==> src/rtl/dcache_if.sv <==
// dcache_if: CPU data port plus block memory port of the associative data cache.
// Signals:
//   CPU:      read, write, address, writedata -> cache; readdata, busywait <- cache
//   Memory:   mem_read, mem_write, mem_address, mem_writedata <- cache;
//             mem_readdata, mem_busywait -> cache
//   Counters: hit_count, miss_count <- cache
// Modports:
//   slave  = the cache
//   master = the environment (CPU plus memory)
interface dcache_if #(
  parameter int ADDR_W = 8,
  parameter int CNT_W  = 16
);
  logic              read;
  logic              write;
  logic [ADDR_W-1:0] address;
  logic [7:0]        writedata;
  logic [7:0]        readdata;
  logic              busywait;
  logic              mem_read;
  logic              mem_write;
  logic [ADDR_W-3:0] mem_address;
  logic [31:0]       mem_writedata;
  logic [31:0]       mem_readdata;
  logic              mem_busywait;
  logic [CNT_W-1:0]  hit_count;
  logic [CNT_W-1:0]  miss_count;

  modport slave (
    input  read, write, address, writedata, mem_readdata, mem_busywait,
    output readdata, busywait, mem_read, mem_write, mem_address, mem_writedata,
           hit_count, miss_count
  );

  modport master (
    output read, write, address, writedata, mem_readdata, mem_busywait,
    input  readdata, busywait, mem_read, mem_write, mem_address, mem_writedata,
           hit_count, miss_count
  );
endinterface

==> src/rtl/dcache_assoc.sv <==
// dcache_assoc: 2-way set-associative, write-back, write-allocate data cache.
// The block size is 4 bytes, which is one memory word. Replacement is true LRU per set.
// The hit and miss counters saturate.
// Ports:
//   clk   - clock
//   reset - synchronous, active-high
//   bus   - dcache_if.slave, carrying the CPU request/response, the memory handshake and the counters
module dcache_assoc #(
  parameter int ADDR_W = 8,
  parameter int SETS   = 8,
  parameter int CNT_W  = 16
) (
  input logic     clk,
  input logic     reset,
  dcache_if.slave bus
);
  localparam int IDX_W = $clog2(SETS);
  localparam int TAG_W = ADDR_W - 2 - IDX_W;
  localparam int WAYS  = 2;

  typedef enum logic [1:0] {IDLE, WRITE_BACK, MEM_READ, UPDATE} state_t;

  state_t                                 state;
  logic [SETS-1:0][WAYS-1:0]              valid_q, dirty_q;
  logic [SETS-1:0][WAYS-1:0][TAG_W-1:0]   tag_q;
  logic [SETS-1:0][WAYS-1:0][31:0]        data_q;
  logic [SETS-1:0]                        lru_q;    // names the least-recently-used way

  logic              vic_q, seen_busy, missed;
  logic              mem_read_q, mem_write_q;
  logic [ADDR_W-3:0] mem_addr_q;
  logic [31:0]       mem_wdata_q;
  logic [CNT_W-1:0]  hit_cnt, miss_cnt;

  logic             req, hit, hit_way, victim, complete, mem_done;
  logic [WAYS-1:0]  way_hit;
  logic [IDX_W-1:0] idx;
  logic [TAG_W-1:0] tg;
  logic [1:0]       off;
  logic [31:0]      hit_data;

  // Both strobes high is treated as no request.
  assign req = bus.read ^ bus.write;
  assign idx = bus.address[IDX_W+1:2];
  assign tg  = bus.address[ADDR_W-1:IDX_W+2];
  assign off = bus.address[1:0];

  for (genvar w = 0; w < WAYS; w++) begin : g_way
    assign way_hit[w] = valid_q[idx][w] && (tag_q[idx][w] == tg);
  end

  assign hit      = |way_hit;
  assign hit_way  = way_hit[1];
  assign hit_data = data_q[idx][hit_way];
  assign victim   = !valid_q[idx][0] ? 1'b0 : !valid_q[idx][1] ? 1'b1 : lru_q[idx];
  assign complete = req && hit && (state == IDLE);
  // A transfer is complete only once memory has shown busy in this state.
  assign mem_done = seen_busy && !bus.mem_busywait;

  assign bus.busywait      = req && ((state != IDLE) || !hit);
  assign bus.readdata      = (bus.read && !bus.write && hit) ? hit_data[{off, 3'b000} +: 8] : 8'd0;
  assign bus.mem_read      = mem_read_q;
  assign bus.mem_write     = mem_write_q;
  assign bus.mem_address   = mem_addr_q;
  assign bus.mem_writedata = mem_wdata_q;
  assign bus.hit_count     = hit_cnt;
  assign bus.miss_count    = miss_cnt;

  // Controller FSM. The memory outputs are registered and stay constant for a whole state.
  always_ff @(posedge clk) begin
    if (reset) begin
      state       <= IDLE;
      vic_q       <= 1'b0;
      seen_busy   <= 1'b0;
      missed      <= 1'b0;
      mem_read_q  <= 1'b0;
      mem_write_q <= 1'b0;
      mem_addr_q  <= '0;
      mem_wdata_q <= '0;
      hit_cnt     <= '0;
      miss_cnt    <= '0;
    end else begin
      seen_busy <= seen_busy | bus.mem_busywait;
      case (state)
        IDLE: begin
          if (req && !hit) begin
            // The victim is latched here. The fill must land in the same way even though
            // the lookup inputs are only guaranteed stable, not re-evaluated.
            vic_q     <= victim;
            missed    <= 1'b1;
            seen_busy <= 1'b0;
            if (valid_q[idx][victim] && dirty_q[idx][victim]) begin
              state       <= WRITE_BACK;
              mem_write_q <= 1'b1;
              mem_addr_q  <= {tag_q[idx][victim], idx};
              mem_wdata_q <= data_q[idx][victim];
            end else begin
              state      <= MEM_READ;
              mem_read_q <= 1'b1;
              mem_addr_q <= {tg, idx};
            end
          end else if (complete) begin
            missed <= 1'b0;
            if (missed) miss_cnt <= (miss_cnt == '1) ? miss_cnt : miss_cnt + CNT_W'(1);
            else        hit_cnt  <= (hit_cnt  == '1) ? hit_cnt  : hit_cnt  + CNT_W'(1);
          end
        end
        WRITE_BACK: if (mem_done) begin
          state       <= MEM_READ;
          seen_busy   <= 1'b0;
          mem_write_q <= 1'b0;
          mem_wdata_q <= '0;
          mem_read_q  <= 1'b1;
          mem_addr_q  <= {tg, idx};
        end
        MEM_READ: if (mem_done) begin
          state      <= UPDATE;
          seen_busy  <= 1'b0;
          mem_read_q <= 1'b0;
          mem_addr_q <= '0;
        end
        default: begin  // UPDATE
          state     <= IDLE;
          seen_busy <= 1'b0;
        end
      endcase
    end
  end

  // Line storage. The tag and data arrays are not reset: valid gates every use of them.
  always_ff @(posedge clk) begin
    if (reset) begin
      valid_q <= '0;
      dirty_q <= '0;
      lru_q   <= '0;
    end else if (state == UPDATE) begin
      valid_q[idx][vic_q] <= 1'b1;
      dirty_q[idx][vic_q] <= 1'b0;
      tag_q[idx][vic_q]   <= tg;
      data_q[idx][vic_q]  <= bus.mem_readdata;
    end else if (complete) begin
      lru_q[idx] <= ~hit_way;
      if (bus.write) begin
        data_q[idx][hit_way][{off, 3'b000} +: 8] <= bus.writedata;
        dirty_q[idx][hit_way]                    <= 1'b1;
      end
    end
  end
endmodule

==> src/flat_wrapper.sv <==
// flat-port wrapper written by rule: the top's interface ports become plain ports
module dcache_assoc_flat 
#(
  parameter int ADDR_W = 8,
  parameter int SETS   = 8,
  parameter int CNT_W  = 16
)
  (clk, reset, bus_read, bus_write, bus_address, bus_writedata, bus_mem_readdata, bus_mem_busywait, bus_readdata, bus_busywait, bus_mem_read, bus_mem_write, bus_mem_address, bus_mem_writedata, bus_hit_count, bus_miss_count);
  dcache_if #(.ADDR_W(ADDR_W), .CNT_W(CNT_W)) bus_i ();
  input logic clk;
  input logic reset;
  input wire logic [$bits(bus_i.read)-1:0] bus_read;
  input wire logic [$bits(bus_i.write)-1:0] bus_write;
  input wire logic [$bits(bus_i.address)-1:0] bus_address;
  input wire logic [$bits(bus_i.writedata)-1:0] bus_writedata;
  input wire logic [$bits(bus_i.mem_readdata)-1:0] bus_mem_readdata;
  input wire logic [$bits(bus_i.mem_busywait)-1:0] bus_mem_busywait;
  output wire logic [$bits(bus_i.readdata)-1:0] bus_readdata;
  output wire logic [$bits(bus_i.busywait)-1:0] bus_busywait;
  output wire logic [$bits(bus_i.mem_read)-1:0] bus_mem_read;
  output wire logic [$bits(bus_i.mem_write)-1:0] bus_mem_write;
  output wire logic [$bits(bus_i.mem_address)-1:0] bus_mem_address;
  output wire logic [$bits(bus_i.mem_writedata)-1:0] bus_mem_writedata;
  output wire logic [$bits(bus_i.hit_count)-1:0] bus_hit_count;
  output wire logic [$bits(bus_i.miss_count)-1:0] bus_miss_count;
  assign bus_i.read = bus_read;
  assign bus_i.write = bus_write;
  assign bus_i.address = bus_address;
  assign bus_i.writedata = bus_writedata;
  assign bus_i.mem_readdata = bus_mem_readdata;
  assign bus_i.mem_busywait = bus_mem_busywait;
  assign bus_readdata = bus_i.readdata;
  assign bus_busywait = bus_i.busywait;
  assign bus_mem_read = bus_i.mem_read;
  assign bus_mem_write = bus_i.mem_write;
  assign bus_mem_address = bus_i.mem_address;
  assign bus_mem_writedata = bus_i.mem_writedata;
  assign bus_hit_count = bus_i.hit_count;
  assign bus_miss_count = bus_i.miss_count;
  dcache_assoc #(.ADDR_W(ADDR_W), .SETS(SETS), .CNT_W(CNT_W)) u_core (.clk(clk), .reset(reset), .bus(bus_i));
endmodule
==> config.mk <==
export PLATFORM = sky130hd
export DESIGN_NAME = dcache_assoc_flat
export DESIGN_NICKNAME = d
export VERILOG_FILES = /design/src/rtl/dcache_if.sv /design/src/rtl/dcache_assoc.sv /design/src/flat_wrapper.sv
export SDC_FILE = /design/constraint.sdc
export NUM_CORES = 1
export LEC_CHECK = 0
export ABC_AREA = 1
export ABC_CLOCK_PERIOD_IN_PS = 4220
export BUFFER_PORTS_ARGS = -buffer_cell sky130_fd_sc_hd__buf_2
export CORE_MARGIN = 2
export CORE_UTILIZATION = 50
export CTS_CLUSTER_DIAMETER = 80
export DETAILED_ROUTE_END_ITERATION = 8
export PLACE_DENSITY = 0.74
export SYNTH_ARGS = -nofsm -noshare
export SYNTH_HDL_FRONTEND = slang
export SYNTH_SLANG_ARGS = --single-unit
==> constraint.sdc <==
create_clock -name clk -period 4.22 [get_ports clk]
set_clock_uncertainty 0.2 [all_clocks]
set_input_delay 0.844 -clock clk [delete_from_list [all_inputs] [get_ports clk]]
set_output_delay 0.844 -clock clk [all_outputs]
set_load 0.02 [all_outputs]
Word-level counts from Yosys, hierarchy flattened

Cells that the tools add are included.
Widths: inputs -> output; s select.

Bits in registers: 677
Memory bits (read-only): 0
Latch bits: 0
Output and inout port bits: 81
Logic and storage cells: 217
Bits in writable memories: 0
Memories kept: 0
Input bits: 53

Mux-type cells: 82
Multiply operators: 0
Divide/modulo/power cells: 0
Shifts and indexed selects: 3
Bitwise logic cells: 13
Equality and inequality tests: 12
$lt $le $gt $ge: 7
$add $sub $neg: 3
Reduce and logical (&&, ||, !) cells: 38

Operator list:

| operator               | number |
|---|---|
| $mux 512               | 3 |
| $bwmux 512             | 2 |
| $demux 64 s3           | 2 |
| $mux 32                | 9 |
| $bmux 64 s3            | 1 |
| $mux 64                | 3 |
| $demux 32 s1           | 2 |
| $pmux 32 s2            | 1 |
| $bwmux 48              | 1 |
| $mux 16                | 3 |
| $mux 6                 | 6 |
| $add 16x1->16 const B  | 2 |
| $eq 16x16->1 const B   | 2 |
| $or 16x16->16          | 2 |
| $shift 8x7->32 const A | 1 |
| $shiftx 32x6->8        | 1 |
| $shiftx 8x7->32        | 1 |
| $mux 1                 | 20 |
| $bmux 6 s3             | 1 |
| $demux 6 s3            | 1 |
| $pmux 6 s3             | 1 |
| $and 16x16->16         | 1 |
| $mux 2                 | 8 |
| $not 16->16            | 1 |
| 36 further kinds       | 83 |

Logic depth before layout (Yosys ltp)

Depth in word-level cells: 14
Mapped depth: 21
Mapped depth without buffers: 20

Worst setup path before layout

OpenSTA, ideal clock, no wires.

Kind: input to output
Start: input bus_address[4]
End: output bus_readdata[3]
Path slack: 0.496 ns
Stages on the path: 16
Data required time: 3.176 ns
Arrival time: 2.680 ns
Path buffers: 3
Cells stage by stage: buf_2 > nor2_1 > nand3_1 > nand2_1 > nor2_1 > nand2_1 > nand2_1 > nor2_2 > nand2_4 > buf_4 > buf_2 > nand2_1 > nand3_1 > nand3_1 > nand2_1 > nor2_1

Cells in the longest elaborated chain, start to end: 8
Elaborated cells between the ends (all ways): 16
Those cells by class: eq/ne: 2; shift: 1; mux: 9; reduce/logical: 4

Ends and longest elaborated chain:

| what                                       | RTL line           | source |
|---|---|---|
| start: declaration                         | flat_wrapper.sv:14 | `input wire logic [$bits(bus_i.address)-1:0] bus_address;` |
| $bmux 6 s3                                 | dcache_assoc.sv:49 | `assign way_hit[w] = valid_q[idx][w] && (tag_q[idx][w] == tg);` |
| $mux 6 (implied by the code)               | dcache_assoc.sv:49 |  |
| $eq 3x3->1                                 | dcache_assoc.sv:49 |  |
| $logic_and 1x1->1                          | dcache_assoc.sv:49 |  |
| $mux 32 (implied by the code) (2 in a row) | dcache_assoc.sv:54 | `assign hit_data = data_q[idx][hit_way];` |
| $shiftx 32x6->8                            | dcache_assoc.sv:61 | `assign bus.readdata = (bus.read && !bus.write && hit) ? hit_data[{off, 3'b000} +: 8] : 8'd0;` |
| $mux 8 *                                   | dcache_assoc.sv:61 |  |
| end: declaration                           | flat_wrapper.sv:18 | `output wire logic [$bits(bus_i.readdata)-1:0] bus_readdata;` |

Every way passes the cells marked *; elsewhere a longest branch is shown, timed or not. The select of a mux whose other input is x is not followed.

Worst setup path in the final report

Start: input bus_address[2]
End: output bus_readdata[4]

The elaborated chain is that of the path after synthesis.

==> results.yml <==
routing:
  antenna_left: 0
  viasPerCell: 6.59
  wl_per_cell_um: 26.2
  drt-initial-drc-count: 5756
  drc: 0
  via_count: 30701
  wl_um: 122000
  first_pass_iters: 7
sta:
  setup_violations: 0
  tightest_slew_ps: 829
  fmax_mhz: 238
  hold_viol: 0
  min_period_ps: 4210
  tns_ps: 0
  hold_slack_ps: 256
  slew_headroom_pct: 44.6
  rsz0062_at_grt: "true"
  finalCritPeriodShare_pct: 99.7
  drv_slew: 0
  post-route-worst-setup-slack_ps: 11.5
clock_tree:
  ctsHtreeMaxLevel: 3
  cts_buffers: 74
  cts.sinks: 677
  clockBufferDepth: 3
  cts.clk_slew.worst_paths_ps: 60
  cts_tree: "built"
  clk_latency_ps: 630
  root_buffer: "clkbuf_16"
setup_path:
  rrSetupSlack_ps: 850
  path_class: "in -> out"
  start_kind: "primary input"
  worstSetupEndpointType: "output port"
  r2r_cells: 18
  reg2reg_to: "u_core.data_q[175]"
  worstPathRequired_ps: 3180
  r2r-start: "u_core.tag_q[15]"
  crit_fanout: 31
  arrival_ps: 3160
floorplan:
  start_util_pct: 50.6
  core_area_um2: 64500
  io_pins: 134
  row_count: 93
  die_h_um: 259
  dieArea_um2: 67300
  die_w_um: 259
synth:
  syn_area_per_cell_um2: 9.39
  synth_nets: 3539
  yosys_warnings: 0
  synth-main-ff-cell: "edfxtp_1"
  synth_area_um2: 32600
  ys_seq_area_share_pct: 58.7
  synth_seq_cells: 677
  synth_cells: 3475
  async_flop_share_pct: 0
  synth-edff-count: 560
  synth_cell_type_count: 41
placed_design:
  dp_hpwl_um: 83900
  place_inst: 4506
  place_area_um2: 35900
  gp_congestion: 1.02
  portBuffers: 133
  dp_slack_ps: -191
grt:
  grt_pass1_wl_um: 178000
  grt_pass1_vias: 28597
  grt.busiest_layer: "met2"
  grtUsageMet1_pct: 46.2
  gr-total-overflow: 0
  grt_use_total_pct: 35.2
  met2_usage_pct: 53.5
  antenna_found_initial: 6
  grt_max_degree: 65
  grt_use_met3_pct: 10.6
cells_and_area:
  final_util_pct: 60.3
  drive_above_1_share_pct: 17.1
  area_delta_synth_final_pct: 19.1
  nFillCells: 5350
  antenna_cells: 0
  finalNetCount: 3810
  final_cells: 4660
  stdcell_area_um2: 38800
pwr:
  p_leak_nw: 15.0
  p_per_area_nw_per_um2: 426
  peakVddDrop_mv: 0.359
  p_total_mw: 16.5
min_path:
  hp-class: "reg -> reg"
  whs_path_depth: 2
  worstHoldStart: "u_core.valid_q[9]"
  holdPathEnd: "u_core.valid_q[9]"
flow_run:
  maxCapViolations: 0
status:
  status: "completed"
## worst max-delay path by stage
stage | end | startpoint
floorplan | bus_readdata[3] | bus_address[4]
global placement | bus_readdata[6] | bus_address[2]
detailed placement | bus_readdata[6] | bus_address[2]
CTS | bus_readdata[6] | bus_address[2]
global route | bus_readdata[6] | bus_address[2]
finish | bus_readdata[4] | bus_address[2]
## placed cells by master, fill, tap and decap left out, drive strengths merged, types with 2 or more instances in the layout
cell      instances
o22a             10
nand2           798
bufinv            5
nor4             14
ha               11
o31ai             2
o22ai           664
o211ai           16
a21oi           181
edfxtp          560
xor2             18
nand3b            8
or2               3
dfxtp           117
nor2            381
buf             443
and3              2
clkinvlp          3
nand4            52
nor3             47
a22oi             7
clkinv           52
clkbuf          104
nand3            76
a31oi             2
inv             167
xnor2             7
o21ai            51
## timing repair
item / CTS / global route
hold buffers: 0 / 0
pin swaps: 1 / 12
endpoints found under the setup margin: 5 / 8
buffers inserted: 0 / 13
cloned: 2 / 5
gates resized for setup: 12 / 61
## flip-flops by register name (all words and copies together) (netlist names)
| signal | flops |
|---|---|
| u_core.bus.mem_write | 1 |
| u_core.missed | 1 |
| u_core.bus.hit_count | 16 |
| u_core.bus.mem_writedata | 32 |
| u_core.seen_busy | 1 |
| u_core.data_q | 512 |
| u_core.lru_q | 8 |
| u_core.valid_q | 16 |
| u_core.vic_q | 1 |
| u_core.bus.mem_address | 6 |
| u_core.tag_q | 48 |
| u_core.dirty_q | 16 |
| u_core.bus.miss_count | 16 |
| u_core.state | 2 |
| u_core.bus.mem_read | 1 |
## report_power, final
part	total, mW	switching, mW	internal (mW)
Clock	6.53	2.73	3.80
Combinational	2.63	1.90	0.727
Sequential	7.38	0.0870	7.29
## synthesized netlist by cell type (11+ instances only)
| cell type | instances | area [um^2] |
|---|---|---|
| a21oi_1 | 181 | 906 |
| buf_1 | 12 | 45.0 |
| buf_2 | 55 | 275 |
| clkbuf_1 | 168 | 631 |
| clkinv_1 | 23 | 86.3 |
| dfxtp_1 | 117 | 2340 |
| edfxtp_1 | 560 | 16800 |
| ha_1 | 11 | 138 |
| inv_1 | 156 | 586 |
| inv_2 | 11 | 41.3 |
| nand2_1 | 785 | 2950 |
| nand2_2 | 11 | 68.8 |
| nand3_1 | 75 | 375 |
| nand4_1 | 52 | 325 |
| nor2_1 | 374 | 1400 |
| nor3_1 | 44 | 220 |
| nor4_1 | 14 | 87.6 |
| o211ai_1 | 16 | 120 |
| o21ai_0 | 46 | 230 |
| o22ai_1 | 664 | 4150 |
| xor2_1 | 18 | 158 |
## final cells by class
type | count | area (um^2) | area share [%]
Sequential cell | 677 | 19200 | 49.3
Tap cell | 855 | 1070 | 2.75
Multi-Input combinational cell | 2353 | 11800 | 30.5
Clock buffer | 99 | 2090 | 5.38
Timing Repair Buffer | 449 | 3630 | 9.34
Inverter | 191 | 742 | 1.91
Clock inverter | 36 | 322 | 0.828
## worst max-delay path, stage by stage
cell and delay (ps):
buf_12 130, bufbuf_16 300, nand3_2 160, buf_12 240, nor2_1 80, nor4_2 370
nand2_2 160, nand2_1 100, nand3_1 120, nand3_2 210, nand2_1 80, nor2_1 120
buf_2 170
## layer usage
layer / wire length [um] / vias up
li1: - / 13185
met1: 42900 / 14292
met2: 53600 / 2712
met3: 18800 / 502
met4: 6640 / 10
met5: 59 / -
## cell families (layout without fill, tap and decap cells)
family | count (synthesis) | in the layout | synth area share (%)
XOR/XNOR | 25 | 25 | 0.671
adder cells (fa/ha/maj) | 11 | 11 | 0.422
AND/OR/NAND/NOR | 1381 | 1381 | 17.3
AO/OA/AOI/OAI | 936 | 936 | 17.3
flip-flops | 677 | 677 | 58.7
buffers and inverters | 445 | 775 | 5.66
Power figures use the tool's default switching activity.
